<file path="src/rtl/irq_pkg.sv">
// rtl/irq_pkg.sv - cause codes, register map and FSM states for irq_controller
package irq_pkg;

  localparam logic [3:0] IRQ_MEI = 4'd11;
  localparam logic [3:0] IRQ_MSI = 4'd3;
  localparam logic [3:0] IRQ_MTI = 4'd7;

  localparam logic [1:0] REG_MSIP     = 2'd0;
  localparam logic [1:0] REG_MTIMECMP = 2'd1;
  localparam logic [1:0] REG_MTIME    = 2'd2;
  localparam logic [1:0] REG_EXT_PEND = 2'd3;

  typedef enum logic [1:0] {
    ST_IDLE    = 2'd0,
    ST_REQ     = 2'd1,
    ST_IN_TRAP = 2'd2
  } irq_state_e;

endpackage

</file>
<file path="src/rtl/irq_ext_pending.sv">
// rtl/irq_ext_pending.sv - external line edge capture, pending bits, lowest-index pick (IRQ_EXT_SYNC_EN adds a 2-flop synchronizer)
module irq_ext_pending #(
  parameter int N_EXT = 4
) (
  input  logic             clk,
  input  logic             rst_n,
  input  logic [N_EXT-1:0] ext_irq_i,
  input  logic             clr_i,
  input  logic [3:0]       clr_idx_i,
  output logic [N_EXT-1:0] pend_o,
  output logic             any_o,
  output logic [3:0]       idx_o
);

  logic [N_EXT-1:0] sampled;
  logic [N_EXT-1:0] prev_q;
  logic [N_EXT-1:0] pend_q;
  logic [N_EXT-1:0] pend_d;
  logic [N_EXT-1:0] rise;
  logic [N_EXT-1:0] clr_mask;

`ifdef IRQ_EXT_SYNC_EN
  logic [N_EXT-1:0] sync1_q;
  logic [N_EXT-1:0] sync2_q;

  // two-flop synchronizer for lines that are asynchronous to clk
  always_ff @(posedge clk or negedge rst_n) begin
    if (!rst_n) begin
      sync1_q <= '0;
      sync2_q <= '0;
    end else begin
      sync1_q <= ext_irq_i;
      sync2_q <= sync1_q;
    end
  end

  assign sampled = sync2_q;
`else
  assign sampled = ext_irq_i;
`endif

  assign rise = sampled & ~prev_q;

  // clear the serviced line; a new edge in the same cycle keeps it pending
  always_comb begin
    clr_mask = '0;
    for (int i = 0; i < N_EXT; i++) begin
      clr_mask[i] = clr_i && (clr_idx_i == 4'(i));
    end
    pend_d = (pend_q & ~clr_mask) | rise;
  end

  // edge-detect history and pending bits
  always_ff @(posedge clk or negedge rst_n) begin
    if (!rst_n) begin
      prev_q <= '0;
      pend_q <= '0;
    end else begin
      prev_q <= sampled;
      pend_q <= pend_d;
    end
  end

  // lowest pending index wins
  always_comb begin
    idx_o = '0;
    for (int i = N_EXT - 1; i >= 0; i--) begin
      if (pend_q[i]) idx_o = 4'(i);
    end
  end

  assign pend_o = pend_q;
  assign any_o  = |pend_q;

endmodule

</file>
<file path="src/rtl/irq_controller.sv">
// rtl/irq_controller.sv - machine timer/software/external interrupt arbiter (IRQ_EXT_SYNC_EN selects synchronized ext lines)
module irq_controller
  import irq_pkg::*;
#(
  parameter int N_EXT    = 4,
  parameter int TICK_DIV = 1
) (
  input  logic             clk,
  input  logic             rst_n,
  input  logic [N_EXT-1:0] ext_irq,
  input  logic             reg_we,
  input  logic [1:0]       reg_addr,
  input  logic [63:0]      reg_wdata,
  output logic [63:0]      reg_rdata,
  input  logic [63:0]      mie,
  input  logic [63:0]      mstatus_current,
  input  logic [1:0]       priv_lvl,
  input  logic             trap_taken,
  input  logic             trap_done,
  output logic             irq_en,
  output logic [3:0]       irq_code,
  output logic [63:0]      irq_val,
  output logic [63:0]      mip
);

  localparam int PW = (TICK_DIV > 1) ? $clog2(TICK_DIV) : 1;
  localparam logic [PW-1:0] PRESC_MAX = PW'(TICK_DIV - 1);

  logic [63:0]   mtime_q, mtime_d, mtimecmp_q, mtimecmp_d;
  logic          msip_q, msip_d;
  logic [PW-1:0] presc_q, presc_d;
  irq_state_e    state_q, state_d;
  logic          irq_en_q, irq_en_d;
  logic [3:0]    irq_code_q, irq_code_d;
  logic [63:0]   irq_val_q, irq_val_d;

  logic [N_EXT-1:0] ext_pend;
  logic             ext_any;
  logic [3:0]       ext_idx;
  logic             ext_clr;

  logic tick, mtip, gie, elig_mei, elig_msi, elig_mti, any_elig, latched_elig;
  logic [3:0]  win_code;
  logic [63:0] win_val;
  logic        unused_bits;

  assign unused_bits = ^{mie[63:12], mie[10:8], mie[6:4], mie[2:0],
                         mstatus_current[63:4], mstatus_current[2:0]};

  irq_ext_pending #(.N_EXT(N_EXT)) u_ext (
    .clk       (clk),
    .rst_n     (rst_n),
    .ext_irq_i (ext_irq),
    .clr_i     (ext_clr),
    .clr_idx_i (irq_val_q[3:0]),
    .pend_o    (ext_pend),
    .any_o     (ext_any),
    .idx_o     (ext_idx)
  );

  assign tick     = (presc_q == PRESC_MAX);
  assign mtip     = (mtime_q >= mtimecmp_q);
  assign gie      = (priv_lvl != 2'b11) | mstatus_current[3];
  assign elig_mei = ext_any & mie[11] & gie;
  assign elig_msi = msip_q & mie[3] & gie;
  assign elig_mti = mtip & mie[7] & gie;
  assign any_elig = elig_mei | elig_msi | elig_mti;

  // timer prescaler, mtime/mtimecmp/msip; a write to mtime beats the tick
  always_comb begin
    presc_d    = tick ? '0 : presc_q + PW'(1);
    mtime_d    = tick ? mtime_q + 64'd1 : mtime_q;
    mtimecmp_d = mtimecmp_q;
    msip_d     = msip_q;
    if (reg_we) begin
      case (reg_addr)
        REG_MSIP:     msip_d     = reg_wdata[0];
        REG_MTIMECMP: mtimecmp_d = reg_wdata;
        REG_MTIME:    mtime_d    = reg_wdata;
        default:      ;
      endcase
    end
  end

  // fixed priority MEI > MSI > MTI
  always_comb begin
    win_code = IRQ_MTI;
    win_val  = '0;
    if (elig_mei) begin
      win_code = IRQ_MEI;
      win_val  = {60'd0, ext_idx};
    end else if (elig_msi) begin
      win_code = IRQ_MSI;
    end
  end

  // is the source behind the held request still eligible
  always_comb begin
    case (irq_code_q)
      IRQ_MEI: latched_elig = elig_mei;
      IRQ_MSI: latched_elig = elig_msi;
      IRQ_MTI: latched_elig = elig_mti;
      default: latched_elig = 1'b0;
    endcase
  end

  // request FSM: raise, hold until taken (or withdraw), then wait for mret
  always_comb begin
    state_d    = state_q;
    irq_en_d   = irq_en_q;
    irq_code_d = irq_code_q;
    irq_val_d  = irq_val_q;
    ext_clr    = 1'b0;
    case (state_q)
      ST_IDLE: begin
        if (any_elig) begin
          state_d    = ST_REQ;
          irq_en_d   = 1'b1;
          irq_code_d = win_code;
          irq_val_d  = win_val;
        end
      end
      ST_REQ: begin
        if (trap_taken) begin
          state_d  = ST_IN_TRAP;
          irq_en_d = 1'b0;
          ext_clr  = (irq_code_q == IRQ_MEI);
        end else if (!latched_elig) begin
          state_d  = ST_IDLE;
          irq_en_d = 1'b0;
        end
      end
      ST_IN_TRAP: begin
        irq_en_d = 1'b0;
        if (trap_done) state_d = ST_IDLE;
      end
      default: begin
        state_d  = ST_IDLE;
        irq_en_d = 1'b0;
      end
    endcase
  end

  // all registered state
  always_ff @(posedge clk or negedge rst_n) begin
    if (!rst_n) begin
      mtime_q    <= '0;
      mtimecmp_q <= '1;
      msip_q     <= 1'b0;
      presc_q    <= '0;
      state_q    <= ST_IDLE;
      irq_en_q   <= 1'b0;
      irq_code_q <= '0;
      irq_val_q  <= '0;
    end else begin
      mtime_q    <= mtime_d;
      mtimecmp_q <= mtimecmp_d;
      msip_q     <= msip_d;
      presc_q    <= presc_d;
      state_q    <= state_d;
      irq_en_q   <= irq_en_d;
      irq_code_q <= irq_code_d;
      irq_val_q  <= irq_val_d;
    end
  end

  // combinational register read-back and mip view
  always_comb begin
    reg_rdata = '0;
    case (reg_addr)
      REG_MSIP:     reg_rdata[0] = msip_q;
      REG_MTIMECMP: reg_rdata = mtimecmp_q;
      REG_MTIME:    reg_rdata = mtime_q;
      default:      reg_rdata[N_EXT-1:0] = ext_pend;
    endcase
    mip     = '0;
    mip[11] = ext_any;
    mip[7]  = mtip;
    mip[3]  = msip_q;
  end

  assign irq_en   = irq_en_q;
  assign irq_code = irq_code_q;
  assign irq_val  = irq_val_q;

endmodule
</file>
<file path="config.mk">
export PLATFORM = sky130hd
export DESIGN_NAME = irq_controller
export DESIGN_NICKNAME = d
export VERILOG_FILES = /design/src/rtl/irq_pkg.sv /design/src/rtl/irq_ext_pending.sv /design/src/rtl/irq_controller.sv
export SDC_FILE = /design/constraint.sdc
export NUM_CORES = 1
export LEC_CHECK = 0
export CORE_MARGIN = 2
export CORE_UTILIZATION = 44
export CTS_CLUSTER_SIZE = 28
export DETAILED_ROUTE_END_ITERATION = 7
export HOLD_SLACK_MARGIN = 0.08
export PLACE_DENSITY_LB_ADDON = 0.15
export REMOVE_ABC_BUFFERS = 1
export SLEW_MARGIN = 40
export SYNTH_ARGS = -nofsm -noshare
export SYNTH_HDL_FRONTEND = slang
export SYNTH_HIERARCHICAL = 1
export SYNTH_SLANG_ARGS = --single-unit
</file>
<file path="constraint.sdc">
create_clock -name clk -period 5.7 [get_ports clk]
set_input_delay 0.855 -clock clk [delete_from_list [all_inputs] [get_ports clk]]
set_output_delay 0.855 -clock clk [all_outputs]
set_load 0.02 [all_outputs]
</file>
==> out/metrics.csv <==
metric;value;unit
tritoncts;built;
dr_total_vias;8147;
cp.required;4.85;ns
power;4.15;mW
path_common_cell;or4_1;
synth_seq_area_share;35.9;%
drtPass1Iterations;4;
grt_usage;21.4;%
setup_tns;0;ns
worst_setup_path_end_kind;primary output;
ios;402;
drc;0;
reg2reg_to;irq_en;
power_leakage;5.23;nW
hpwl;18500;µm
die_w;158;µm
fp.dieArea;25000;µm²
outcome;finished clean;
cts.path.max_buffers;2;
grt_pass1_wl;41400;µm
area_growth;19.6;%
num-nets-final;1549;
rsz0062_at_grt;no;
async_flop_share;100;%
grt_max_degree;99;
critPathSlowestCell;or4_1;
drv_slew;0;
wl_per_cell;16.4;µm
p_per_area;332;nW/µm²
cpPeakStageDelay;0.72;ns
setup_viol;0;
ys.warnings.count;6;
cts_max_level;4;
tightest_slew;0.782;ns
cts_resized;0;
slew_headroom;47.5;%
period_needed;4.82;ns
core;23400;µm²
skew;0.0162;ns
synth_edf_count;0;
route.detailed.vias_per_inst;5.06;
routed_wl;26400;µm
crit_chain;inv_1 -> ha_1 -> nand4_1 -> or4_1 -> nand4b_1 -> a31oi_1 -> or4_1 -> clkdlybuf4s50_1;
cts_buffers;17;
ant_nets;0;
arrival;3.96;ns
peakVddDrop;0.000169;V
clock_latency;0.42;ns
worstReg2RegStart;mtimecmp_q[63];
grt_pass1_vias;7720;
critical_path_class;reg2out;
grt_antenna_before_repair;2;
hold_viol;0;
fin_crit_sh;84.5;%
hold_buffers;0;
drive_gt1_share;14.1;%
rows;56;
clk_pin_slew;0.06;ns
port_buffers;156;
cts-root-buf;clkbuf_16;
postCtsSetupBuffers;0;
hold_path_class;in2async;
initial_core_util;44.7;%
max_freq;0.208;GHz
synth_area;10500;µm²
gp_congestion;0.799;
path_max_fanout;7;
synth_seq_cells;147;
clock-sinks;147;
place_ws;1.33;ns
startpoint_type;register;
synthFlopType;dfrtp_1;
drv_cap;0;
drt_iter0_drc;451;
syn_avg_cell_area;9.12;µm²
ys_types;53;
setup_slack;0.881;ns
grt-ovfl-total;0;
fp.dieH;158;µm
ff2ff_setup_slack;2.40;ns
reg2reg_depth;9;
syn-instance-count;1148;
-- stage by stage --
stage,instances,util [%],instance area [µm²],hold slack (ns)
2_1_floorplan,1094,-,9780,0.453
3_3_place_gp,1573,50.5,11800,0.457
3_5_place_dp,1575,50.7,11900,0.484
4_1_cts,1607,53.4,12500,0.482
5_1_grt,1607,53.5,12500,0.494
6_report,1609,53.5,12500,0.465
-- synth_stat cells, types with 2 or more instances --
cell type	instances	area, µm²
nor3_1	11	55.1
mux2_2	66	743
nor2_1	81	304
a21oi_1	93	465
conb_1	2	7.51
a211oi_1	4	30.0
and3_1	12	75.1
buf_1	6	22.5
o31ai_1	3	22.5
nand3_1	32	160
a31oi_1	6	37.5
xor2_1	30	263
clkbuf_1	38	143
or4_1	6	45.0
and2_1	5	31.3
nand4_4	3	63.8
a221oi_1	3	26.3
xnor2_1	28	245
dfstp_2	64	1680
o21a_1	2	15.0
a22oi_1	65	488
nand2_1	59	221
dfrtp_1	83	2080
inv_1	90	338
nand2b_1	4	25.0
nand4_1	21	131
o21bai_1	2	15.0
nor4_4	3	63.8
nor2b_1	62	388
o21ai_0	21	105
buf_4	128	961
buf_2	3	15.0
and4_1	6	52.6
nor4_1	16	100
o221ai_1	4	35.0
ha_1	69	863
-- placed cells by master, fill, tap and decap left out, drive strengths merged, types with 64 or more instances in the layout --
cell	count
a22oi	65
clkdlybuf4s50	155
ha	69
mux2	66
dfrtp	83
dfstp	64
conb	123
inv	91
a21oi	93
nor2	81
-- where the power goes --
| part | total (mW) | internal, mW | leakage (nW) | switching [mW] |
|---|---|---|---|---|
| Sequential | 1.58 | 1.32 | 1.58 | 0.259 |
| Clock | 1.21 | 0.770 | 0.305 | 0.442 |
| Combinational | 1.36 | 0.623 | 3.34 | 0.735 |
| Total | 4.15 | 2.72 | 5.23 | 1.44 |
-- sequential cells by signal (all words and copies together), names as in the netlist --
register and flops:
irq_code 3, irq_en 1, irq_val 4, msip_q 1
mtime_q 64, mtimecmp_q 64, state_q 2, u_ext/pend_o 4
u_ext/prev_q 4
-- worst max path at each step --
stage                              start         end  slack (ns)  cells after the start
after detailed placement  mtimecmp_q[63]      mip[7]        1.33                      8
final                     mtimecmp_q[63]      mip[7]        0.88                      8
after global placement    mtimecmp_q[63]      mip[7]        1.34                      8
after global routing      mtimecmp_q[63]      mip[7]        0.76                      8
after floorplan              reg_addr[0]  mtime_q[1]        0.60                      4
after CTS                 mtimecmp_q[63]      mip[7]        0.88                      8
-- metal layers --
metal	GRT usage [%]	part of all wire [%]	up-vias
met4	3.95	0.58	2
met2	33.8	46	249
li1	-	-	3973
met1	29.9	47	3909
met5	0	0.049	-
met3	5.45	6.9	14
-- area by class of cell --
class | count | area [µm²]
Antenna cell | 2 | 5.00
Tap cell | 319 | 399
Clock buffer | 24 | 482
Fill cell | 2209 | 10900
Clock inverter | 8 | 150
Multi-Input combinational cell | 856 | 5720
Sequential cell | 147 | 3760
Timing Repair Buffer | 162 | 1660
Inverter | 91 | 342
-- logic make-up (layout without fill, tap and decap cells) --
logic type / after synthesis / count (layout) / synth area share [%]
AO/OA/AOI/OAI: 210 / 210 / 12.5
multiplexers: 67 / 67 / 7.20
AND/OR/NAND/NOR: 329 / 329 / 17.1
other: 2 / 125 / 0.0717
flip-flops: 147 / 147 / 35.9
XOR/XNOR: 58 / 58 / 4.85
adder cells (fa/ha/maj): 69 / 69 / 8.25
buffers and inverters: 266 / 285 / 14.2
-- critical path: cells and delay by family (launching register included) --
family | cells | cell delay [ns]
fa+ha+maj | 1 | 0.31
flops | 1 | 0.54
compound gates | 1 | 0.41
simple gates | 4 | 1.59
buf+inv | 2 | 0.70
Note: power is estimated with default switching activity, not from simulation.
